$ cat src/rtl/addsub_pkg.sv
// Shared types and default sizing for the multi-cycle slice-serial adder/subtractor.
package addsub_pkg;

  localparam int WORD_SIZE_DEF = 32;
  localparam int SLICE_W_DEF   = 8;

  typedef enum logic [1:0] {
    ST_IDLE = 2'd0,
    ST_RUN  = 2'd1,
    ST_DONE = 2'd2
  } state_t;

endpackage

$ cat src/rtl/addsub_slice.sv
// Combinational SLICE_W-bit ripple slice: {cout, s} = a + b + cin.
module addsub_slice #(
  parameter int SLICE_W = 8
) (
  input  logic [SLICE_W-1:0] a,
  input  logic [SLICE_W-1:0] b,
  input  logic               cin,
  output logic [SLICE_W-1:0] s,
  output logic               cout
);

  always_comb begin
    {cout, s} = {1'b0, a} + {1'b0, b} + {{SLICE_W{1'b0}}, cin};
  end

endmodule

$ cat src/rtl/mp_addsub.sv
// Slice-serial add/subtract: one SLICE_W slice per RUN cycle, LSB first, with a
// stored carry flag so wide additions can be chained word by word (ADC/SBC).
module mp_addsub
  import addsub_pkg::*;
#(
  parameter int WORD_SIZE = WORD_SIZE_DEF,
  parameter int SLICE_W   = SLICE_W_DEF
) (
  input  logic                 clk,
  input  logic                 rst_n,
  input  logic                 in_valid,
  output logic                 in_ready,
  input  logic                 sub,
  input  logic                 use_carry,
  input  logic [WORD_SIZE-1:0] x,
  input  logic [WORD_SIZE-1:0] y,
  input  logic                 clear_carry,
  output logic                 out_valid,
  input  logic                 out_ready,
  output logic [WORD_SIZE-1:0] sum,
  output logic                 cout,
  output logic                 ovf,
  output logic                 zero,
  output logic                 neg,
  output logic                 carry_flag
);

  localparam int NSLICE = WORD_SIZE / SLICE_W;
  localparam int CNT_W  = $clog2(NSLICE + 1);

  generate
    if ((WORD_SIZE % SLICE_W) != 0 || SLICE_W < 1) begin : g_bad_size
      $fatal(1, "mp_addsub: WORD_SIZE must be a positive multiple of SLICE_W");
    end
  endgenerate

  state_t               state;
  logic [WORD_SIZE-1:0] x_sh;
  logic [WORD_SIZE-1:0] y_sh;
  logic [WORD_SIZE-1:0] sum_r;
  logic [WORD_SIZE-1:0] sum_nxt;
  logic [CNT_W-1:0]     cnt;
  logic                 c_r;
  logic                 x_msb;
  logic                 y_msb;
  logic                 cout_r;
  logic                 ovf_r;
  logic                 zero_r;
  logic                 neg_r;
  logic                 carry_flag_r;
  logic [SLICE_W-1:0]   s_sl;
  logic                 c_sl;
  logic                 last_slice;

  addsub_slice #(.SLICE_W(SLICE_W)) u_slice (
    .a    (x_sh[SLICE_W-1:0]),
    .b    (y_sh[SLICE_W-1:0]),
    .cin  (c_r),
    .s    (s_sl),
    .cout (c_sl)
  );

  // Finished slices enter at the top of sum_r and shift down, so after NSLICE
  // cycles slice 0 has arrived at bit 0 and no variable part-select is needed.
  generate
    if (NSLICE == 1) begin : g_one_slice
      assign sum_nxt = s_sl;
    end else begin : g_multi_slice
      assign sum_nxt = {s_sl, sum_r[WORD_SIZE-1:SLICE_W]};
    end
  endgenerate

  assign last_slice = (cnt == CNT_W'(NSLICE - 1));

  always_ff @(posedge clk or negedge rst_n) begin
    if (!rst_n) begin
      state        <= ST_IDLE;
      x_sh         <= '0;
      y_sh         <= '0;
      sum_r        <= '0;
      cnt          <= '0;
      c_r          <= 1'b0;
      x_msb        <= 1'b0;
      y_msb        <= 1'b0;
      cout_r       <= 1'b0;
      ovf_r        <= 1'b0;
      zero_r       <= 1'b0;
      neg_r        <= 1'b0;
      carry_flag_r <= 1'b0;
    end else begin
      case (state)
        ST_IDLE: begin
          if (in_valid) begin
            x_sh  <= x;
            y_sh  <= sub ? ~y : y;
            x_msb <= x[WORD_SIZE-1];
            y_msb <= sub ? ~y[WORD_SIZE-1] : y[WORD_SIZE-1];
            c_r   <= use_carry ? carry_flag_r : sub;
            cnt   <= '0;
            state <= ST_RUN;
          end
        end
        ST_RUN: begin
          x_sh  <= x_sh >> SLICE_W;
          y_sh  <= y_sh >> SLICE_W;
          c_r   <= c_sl;
          sum_r <= sum_nxt;
          cnt   <= cnt + CNT_W'(1);
          if (last_slice) begin
            cout_r       <= c_sl;
            ovf_r        <= (x_msb == y_msb) && (sum_nxt[WORD_SIZE-1] != x_msb);
            zero_r       <= (sum_nxt == '0);
            neg_r        <= sum_nxt[WORD_SIZE-1];
            carry_flag_r <= c_sl;
            state        <= ST_DONE;
          end
        end
        ST_DONE: begin
          if (out_ready) state <= ST_IDLE;
        end
        default: state <= ST_IDLE;
      endcase
      // Later assignment wins, so a clear beats a same-cycle carry update.
      if (clear_carry) carry_flag_r <= 1'b0;
    end
  end

  assign in_ready   = (state == ST_IDLE);
  assign out_valid  = (state == ST_DONE);
  assign sum        = sum_r;
  assign cout       = cout_r;
  assign ovf        = ovf_r;
  assign zero       = zero_r;
  assign neg        = neg_r;
  assign carry_flag = carry_flag_r;

endmodule
$ cat config.mk
export PLATFORM = sky130hd
export DESIGN_NAME = mp_addsub
export DESIGN_NICKNAME = d
export VERILOG_FILES = /design/src/rtl/addsub_pkg.sv /design/src/rtl/addsub_slice.sv /design/src/rtl/mp_addsub.sv
export SDC_FILE = /design/constraint.sdc
export NUM_CORES = 1
export LEC_CHECK = 0
export ABC_AREA = 1
export BUFFER_PORTS_ARGS = -buffer_cell sky130_fd_sc_hd__buf_2
export CELL_PAD_IN_SITES_DETAIL_PLACEMENT = 1
export CELL_PAD_IN_SITES_GLOBAL_PLACEMENT = 1
export CORE_MARGIN = 1.5
export CORE_UTILIZATION = 37
export CTS_CLUSTER_SIZE = 8
export DETAILED_ROUTE_END_ITERATION = 8
export GPL_ROUTABILITY_DRIVEN = 0
export PLACE_DENSITY_LB_ADDON = 0.1
export SYNTH_ARGS = -nofsm -noshare
export SYNTH_HDL_FRONTEND = slang
export SYNTH_SLANG_ARGS = --single-unit
$ cat constraint.sdc
create_clock -name clk -period 1.78 [get_ports clk]
set_input_delay 0.356 -clock clk [delete_from_list [all_inputs] [get_ports clk]]
set_output_delay 0.356 -clock clk [all_outputs]
set_load 0.03 [all_outputs]
==> impl_metrics.yaml, run 1 <==
clocking:
  cts-buffers-inserted: 9
  h-tree-depth: 3
  path_clk_slew_ps: 70
  clk_latency_ps: 350
  cts_buffer_depth: 2
  cts-root-buf: "clkbuf_16"
  cts_tree: "built"
  cts_sinks: 109
synth:
  synth_area_leader_cell: "dfrtp_1"
  yosys_warnings: 0
  synth_cells: 576
  syn_nets: 658
  synth_area_leaders: "dfrtp_1 52%, nand2_1 10%, xnor2_1 5.1%, inv_1 4.8%, a221oi_2 4.0%"
  netlist_area_sq_um: 5289
  yosysSeqAreaShare_pct: 51.57
  synth_seq_cells: 109
  synth.avg_cell_area_sq_um: 9.182
  ys_types: 33
  yosys.area.top_type_share_pct: 51.57
critical_path:
  worstPathArrival_ps: 2210
  reg2reg_depth: 11
  critical_path_required_ps: 2080
  worst-setup-path-type: "register to register"
  cp_max_fo: 3
  cp-start-kind: "register"
  end_kind: "register"
grt:
  grt_max_degree: 48
  grt_use_met2_pct: 33.17
  use_met3_pct: 2.556
  grt_pass1_wl_microns: 22800
  grt-busiest-layer: "met2"
  grt_overflow: 0
  antenna_found_initial: 0
  first_global_vias: 4511
  met1_usage_pct: 26.32
  grt_use_total_pct: 19.86
timing:
  holdWs_ps: 180.2
  setup_viol: 5
  maxSlewHeadroom_pct: 70.14
  setup_slack_ps: -129.5
  worstMarginPinSlew_ps: 447.9
  fmax_ghz: 0.5237
  final-hold-violation-count: 0
  rsz0062_at_grt: "yes"
  period_share_pct: 107.3
  drv_slew: 0
  fin_crit_ps: 1910
  clock_skew_ps: 8.823
power_and_ir_drop:
  p_per_area_nw_per_um2: 2138
  total_power_mw: 13.94
  vdd_ir_drop_max_mv: 0.6272
  leakagePower_nw: 3.136
floorplan:
  fp.coreArea_sq_um: 13930
  die_height_microns: 122.6
  dieArea_sq_um: 15020
  initial_core_util_pct: 37.95
  io_pins: 110
  rows: 43
  die_w_microns: 122.6
routing:
  drc: 0
  vias: 4314
  firstDrtPassIters: 4
  post_drt_wl_per_cell_microns: 16.00
  drtIter0Drc: 141
  routed_wl_microns: 13920
  avgViaCountPerCell: 4.959
  drtAntennaViolNets: 0
run_status:
  outcome: "complete, but fails checks"
  violations: "setup timing"
cells_and_area:
  diodes: 0
  drive_gt1_share_pct: 26.96
  area_growth_pct: 23.26
  fin_area_sq_um: 6519
  layout.nets: 767
placement:
  dpl_worst_slack_ps: -161.6
  dpl_cell_area_sq_um: 6105
  hpwl_microns: 10200
  io_buffers: 109
min_path:
  whs_path_depth: 2
  hold_class: "input pin to register"
flow_run:
  maxCapViolCount: 0
-- layout make-up --
type / count / area, sq um
inverter: 70 / 262.8
fill: 1672 / 7416
multi-input combinational: 367 / 2235
timing repair buffer: 128 / 755.7
tap: 180 / 225.2
clock inverter: 3 / 42.54
clock buffer: 13 / 270.3
sequential: 109 / 2728
-- cell families (layout without fill, tap and decap cells) --
logic type	count (synthesis)	after routing	share of synthesized area, %
xor+xnor	32	32	5.299
compound gates	114	114	15.73
buf+inv	100	214	7.854
fa+ha+maj	11	11	2.886
flops	109	109	51.57
simple gates	210	210	16.65
-- metal layers --
metal,vias to the layer above,share of wire (%),routed length [microns]
met5,-,0,0
met4,0,1.6,224
met3,12,2.7,372
met2,80,47,6607
met1,2107,48,6717
li1,2115,-,-
-- metrics by stage --
step	TNS (ps)	instances	utilization [%]
floorplan	0	576	-
global placement	-102.9	852	43.81
detailed placement	-570.9	852	43.81
CTS	-559.1	870	46.32
global route	-1145	870	46.78
finish	-334.6	870	46.78
-- power by group --
part / total, mW / internal [mW] / switching (mW)
sequential: 4.32 / 3.65 / 0.663
combinational: 7.50 / 2.69 / 4.81
clock: 2.12 / 1.21 / 0.915
-- final timing paths --
check / from / endpoint / slack, ps
worst max register to register: x_sh[0]$_DFFE_PN0P_ / zero$_DFFE_PN0P_ / -130
max in group asynchronous: rst_n / x_sh[6]$_DFFE_PN0P_ / 760
min in group asynchronous: rst_n / sum[3]$_DFFE_PN0P_ / 470
worst min-delay path: clear_carry / carry_flag$_DFFE_PN0P_ / 180
worst max-delay path: x_sh[0]$_DFFE_PN0P_ / zero$_DFFE_PN0P_ / -130
worst min register to register: sum[6]$_DFFE_PN0P_ / sum[6]$_DFFE_PN0P_ / 480
-- registers in the layout (all words and copies together) (netlist names) --
name / count
cnt: 3
carry_flag: 1
state: 2
cout: 1
sum: 32
y_msb: 1
neg: 1
ovf: 1
y_sh: 32
zero: 1
x_sh: 32
x_msb: 1
c_r: 1
-- what timing repair did --
action / in CTS / in global routing
hold buffers: 1 / 0
setup endpoints to repair: 6 / 10
endpoints found under the hold margin: 24 / 0
pin swaps: 5 / 6
resized for setup: 6 / 17
setup buffers: 1 / 0
-- layout by cell type (no fill, tap or decap), drive strengths merged --
cell and instances:
nand2 145, buf 127, dfrtp 109, inv 70, o21ai 44, xnor2 31, nor3 25, nor2 20
a221oi 16, o221ai 15, a21oi 15, nand3 15, clkbuf 13, o211ai 11, ha 9, o21a 8
nand3b 2, o22ai 2, nand4 2, fa 2, or2 1, a31oi 1, a22o 1, o31ai 1
xor2 1, clkinvlp 1, clkinv 1, bufinv 1, dlygate4sd3 1
-- worst max-delay path, stage by stage (launching register included) --
cell     delay [ps]
dfrtp_1         410
fa_2            410
fa_2            390
nand2_2          90
nand2_2          60
nand3_4          80
nand2_2          50
nand2_2          90
nand3_1          80
nor2_1           90
nand2_1          60
nand2_1          50
-- cells in the mapped netlist, drive strengths merged --
master	instances
o22ai	2
a221oi	16
a22o	1
ha	9
o21ai	44
nand2	145
xnor2	31
inv	70
fa	2
o221ai	15
xor2	1
nand3b	2
nand3	15
buf	22
a31oi	1
nor3	25
a21oi	15
nor2	20
o211ai	11
dfrtp	109
nand4	2
o31ai	1
or2	1
o21a	8
clkbuf	8
Note: power is estimated with default switching activity, not from simulation.
==> run 2: changes to the inputs <==
- BUFFER_PORTS_ARGS: -buffer_cell sky130_fd_sc_hd__buf_2 -> not set
- CORE_UTILIZATION: 37 -> 43
- DONT_BUFFER_PORTS: not set -> 1
==> impl_metrics.yaml, run 2 (same netlist as run 1, synthesis figures left out) <==
run_status:
  outcome: "complete, but fails checks"
  violations: "hold timing, setup timing"
power_and_ir_drop:
  p_per_area_nw_per_um2: 2245
  leakagePower_nw: 2.638
  vdd_ir_drop_max_mv: 0.7210
critical_path:
  critical_path_required_ps: 2060
  cp_max_fo: 2
  r2r_slack_ps: -120
  reg2reg_depth: 9
  worst-setup-path-type: "register to register"
  worstPathArrival_ps: 2180
  end_kind: "register"
  rr_startpoint: "c_r$_DFFE_PN0P_"
  crit-reg2reg-capture: "zero$_DFFE_PN0P_"
  cp-start-kind: "register"
timing:
  drv_slew: 0
  rsz0062_at_grt: "yes"
  worstMarginPinSlew_ps: 424.4
  fin_crit_ps: 1897
  fin_setup_tns_ps: -259.2
  period_share_pct: 106.6
  holdWs_ps: -305.3
  maxSlewHeadroom_pct: 71.71
  setup_slack_ps: -117.0
  fmax_ghz: 0.5271
  clock_skew_ps: 8.709
  setup_viol: 4
  final-hold-violation-count: 109
routing:
  firstDrtPassIters: 4
  vias: 3914
  routed_wl_microns: 13000
  post_drt_wl_per_cell_microns: 17.93
  drtIter0Drc: 199
  drc: 0
  avgViaCountPerCell: 5.399
  drtAntennaViolNets: 0
floorplan:
  die_height_microns: 113.9
  fp.coreArea_sq_um: 12010
  io_pins: 110
  initial_core_util_pct: 44.03
  dieArea_sq_um: 12970
  rows: 40
  die_w_microns: 113.9
cells_and_area:
  mostFrequentLayoutCells: "134 x nand2_1, 109 x dfrtp_1, 66 x inv_1"
  multiInputGateArea_sq_um: 2190
  fillers: 1386
  seq_area_sq_um: 2728
  layout.nets: 656
  drive_gt1_share_pct: 11.59
  diodes: 0
  area_growth_pct: 9.581
  final_common_cell: "nand2_1"
min_path:
  hold_class: "input pin to asynchronous set/reset pin"
clocking:
  path_clk_slew_ps: 70
  cts-buffers-inserted: 9
  cts_sinks: 109
  cts_tree: "built"
  h-tree-depth: 3
  clk_latency_ps: 350
  cts-root-buf: "clkbuf_16"
  cts_buffer_depth: 2
placement:
  dpl_worst_slack_ps: -112.2
  io_buffers: 0
  hpwl_microns: 9072
grt:
  first_global_vias: 4161
  grt_overflow: 0
  grt_max_degree: 110
  grt_pass1_wl_microns: 21700
  grt_use_total_pct: 21.63
  antenna_found_initial: 0
flow_run:
  maxCapViolCount: 0
## run 2: cell types whose count changed in the layout (fill, tap and decap cells not counted), moves of 2 or more
cell     previous run  this run
nand3_4             2         0
nand2_2            10         7
nand2_1           131       134
buf_12              5         2
nand3_1            11        13
buf_2             108         0
## run 2: routing by layer
layer / up-vias / track usage (%) / part of all wire [%]
met5: - / 0 / 0
met4: 0 / 8.833 / 2.4
met3: 22 / 4.995 / 5.6
met2: 104 / 34.22 / 46
met1: 1895 / 28.80 / 46
li1: 1893 / - / -
## run 2: cell type report
cell class | count | area share, %
clock buffers | 12 | 4.426
clock inverters | 3 | 0.3670
inverters | 70 | 4.555
multi-input cells | 367 | 37.78
flip-flops and latches | 109 | 47.06
well taps | 147 | 3.174
repair buffers | 17 | 2.634
## run 2: power breakdown
part / switching, mW / internal [mW] / leakage, nW
clock: 0.888 / 1.02 / 0.135
combinational: 3.71 / 2.30 / 1.15
sequential: 1.45 / 3.64 / 1.36
## run 2: stage by stage
| stage | power, mW | hold WS (ps) | instances | utilization (%) | area, sq um |
|---|---|---|---|---|---|
| detailed placement | 11.02 | 62.63 | 708 | 45.49 | 5464 |
| global route | 14.21 | -324.3 | 725 | 48.25 | 5796 |
| CTS | 13.02 | -321.3 | 724 | 47.91 | 5754 |
| floorplan | 9.368 | 60.41 | 576 | - | 5294 |
| global placement | 10.76 | 62.68 | 708 | 45.49 | 5464 |
| finish | 13.01 | -305.3 | 725 | 48.25 | 5796 |
## run 2: worst max-delay path by stage
stage / depth (start not counted) / start / endpoint / slack (ps)
floorplan: 11 / c_r$_DFFE_PN0P_ / zero$_DFFE_PN0P_ / 40
global route: 11 / c_r$_DFFE_PN0P_ / zero$_DFFE_PN0P_ / -260
CTS: 9 / x_sh[0]$_DFFE_PN0P_ / zero$_DFFE_PN0P_ / -130
global placement: 11 / c_r$_DFFE_PN0P_ / zero$_DFFE_PN0P_ / -60
finish: 9 / c_r$_DFFE_PN0P_ / zero$_DFFE_PN0P_ / -120
detailed placement: 9 / c_r$_DFFE_PN0P_ / zero$_DFFE_PN0P_ / -110
## run 2: repair_timing
action,in CTS,in global routing
pin swaps,1,1
endpoints found under the setup margin,4,10
setup buffers,1,1
endpoints found under the hold margin,109,109
resized for setup,1,13
cloned,0,0
## run 2: worst max-delay path: stages, from the launching register on
cell and delay [ps]:
dfrtp_1 410, fa_2 410, fa_2 430, nor2_1 100, nand4_1 100, nor2_1 120
nand2_1 60, nor2_1 90, nand2_1 50, nand2_1 50
==> run 3: changes to the inputs <==
- CORE_UTILIZATION: 43 -> 35
- CTS_BUF_LIST: not set -> sky130_fd_sc_hd__clkbuf_8
==> impl_metrics.yaml, run 3 (same netlist as run 1, synthesis figures left out) <==
run_status:
  outcome: "complete, but fails checks"
  violations: "DRC, hold timing, setup timing"
floorplan:
  dieArea_sq_um: 15860
  io_pins: 110
  initial_core_util_pct: 36.12
  fp.coreArea_sq_um: 14640
  die_height_microns: 125.9
  rows: 44
  die_w_microns: 125.9
placement:
  io_buffers: 0
  dpl_worst_slack_ps: -134.2
  hpwl_microns: 9482
  dp.cells: 745
  dpl_cell_area_sq_um: 5510
cells_and_area:
  stdcell_count: 764
  final_common_cell: "nand2_1"
  layout.nets: 658
  fin_area_sq_um: 5792
  fillers: 1705
  mostFrequentLayoutCells: "133 x nand2_1, 109 x dfrtp_1, 67 x inv_1"
  drive_gt1_share_pct: 12.93
  area_growth_pct: 9.510
  diodes: 0
  fin_util_pct: 39.55
timing:
  drv_slew: 0
  period_share_pct: 107.8
  setup_slack_ps: -139.5
  final-hold-violation-count: 109
  fmax_ghz: 0.5210
  holdWs_ps: -350.1
  maxSlewHeadroom_pct: 71.79
  setup_viol: 4
  rsz0062_at_grt: "yes"
  worstMarginPinSlew_ps: 423.2
  fin_setup_tns_ps: -455.8
  fin_crit_ps: 1919
  clock_skew_ps: 9.381
grt:
  grt_pass1_wl_microns: 22760
  first_global_vias: 4302
  antenna_found_initial: 0
  grt_use_total_pct: 18.32
  grt_max_degree: 110
  grt_overflow: 0
critical_path:
  worstPathArrival_ps: 2250
  reg2reg_depth: 11
  max_stage_delay_ps: 420
  crit_cells: 11
  endpoint: "zero$_DFFE_PN0P_"
  critical_path_required_ps: 2110
  critPathBufInv: 0
  rr_startpoint: "c_r$_DFFE_PN0P_"
  cp_max_fo: 3
  crit_chain: "fa_2, fa_2, nand2_2, nand2_2, nand3_2, nand2_1, nand2_1, nand3_1, nor2_1, nand2_1, nand2_1"
  crit_start: "c_r$_DFFE_PN0P_"
  path_delay_family: "adder cells"
  r2r_slack_ps: -140
  crit-reg2reg-capture: "zero$_DFFE_PN0P_"
  worst_path_most_repeated_cell: "nand2_1"
  end_kind: "register"
  worst-setup-path-type: "register to register"
  cp-start-kind: "register"
  crit_path_top_delay_cell: "fa_2"
clocking:
  cts-root-buf: "clkbuf_8"
  cts_buffer_depth: 2
  path_clk_slew_ps: 100
  h-tree-depth: 3
  cts_hold_buf: 1
  clk_latency_ps: 380
  cts_sinks: 109
  cts_tree: "built"
  cts-buffers-inserted: 9
routing:
  post_drt_wl_per_cell_microns: 17.96
  drc: 7
  firstDrtPassIters: 9
  drtAntennaViolNets: 0
  avgViaCountPerCell: 5.089
  drtIter0Drc: 173
  routed_wl_microns: 13720
  vias: 3888
flow_run:
  maxCapViolCount: 0
power_and_ir_drop:
  leakagePower_nw: 2.600
  vdd_ir_drop_max_mv: 0.6502
  total_power_mw: 12.73
  p_per_area_nw_per_um2: 2198
min_path:
  hold_class: "input pin to asynchronous set/reset pin"
-- run 3: what timing repair did --
| item | 4_1_cts | 5_1_grt |
|---|---|---|
| buffers inserted | 2 | 1 |
| pin swaps | 1 | 15 |
| hold endpoints to repair | 110 | 109 |
| endpoints found under the setup margin | 5 | 18 |
| cloned | 0 | 0 |
| gates resized for setup | 2 | 21 |
-- run 3: how the worst min path moves through the flow --
stage	from	to	slack, ps	cells after the start
2_1_floorplan	rst_n	c_r$_DFFE_PN0P_	60	0
3_3_place_gp	rst_n	sum[5]$_DFFE_PN0P_	60	0
3_5_place_dp	rst_n	sum[0]$_DFFE_PN0P_	60	0
4_1_cts	rst_n	sum[7]$_DFFE_PN0P_	-380	0
5_1_grt	rst_n	sum[0]$_DFFE_PN0P_	-380	0
6_report	rst_n	sum[0]$_DFFE_PN0P_	-350	0
-- run 3: layout make-up --
type	count	area (sq um)	area share [%]
repair buffers	19	173.9	3.003
clock buffers	11	151.4	2.614
well taps	184	230.2	3.975
clock inverters	4	25.02	0.4321
flip-flops and latches	109	2728	47.09
multi-input cells	367	2220	38.32
inverters	70	264.0	4.558
-- run 3: report_power, final --
part           internal (mW)  switching [mW]
combinational           2.40            3.80
clock                  0.575           0.855
sequential              3.64            1.47
total                   6.61            6.12
-- run 3: metal layers --
metal  GRT usage [%]  up-vias  part of all wire (%)
li1                -     1893                     -
met1           23.16     1897                    45
met2           30.80       87                    48
met3           5.310       11                   5.9
met4           4.868        0                   1.3
met5               0        -                     0
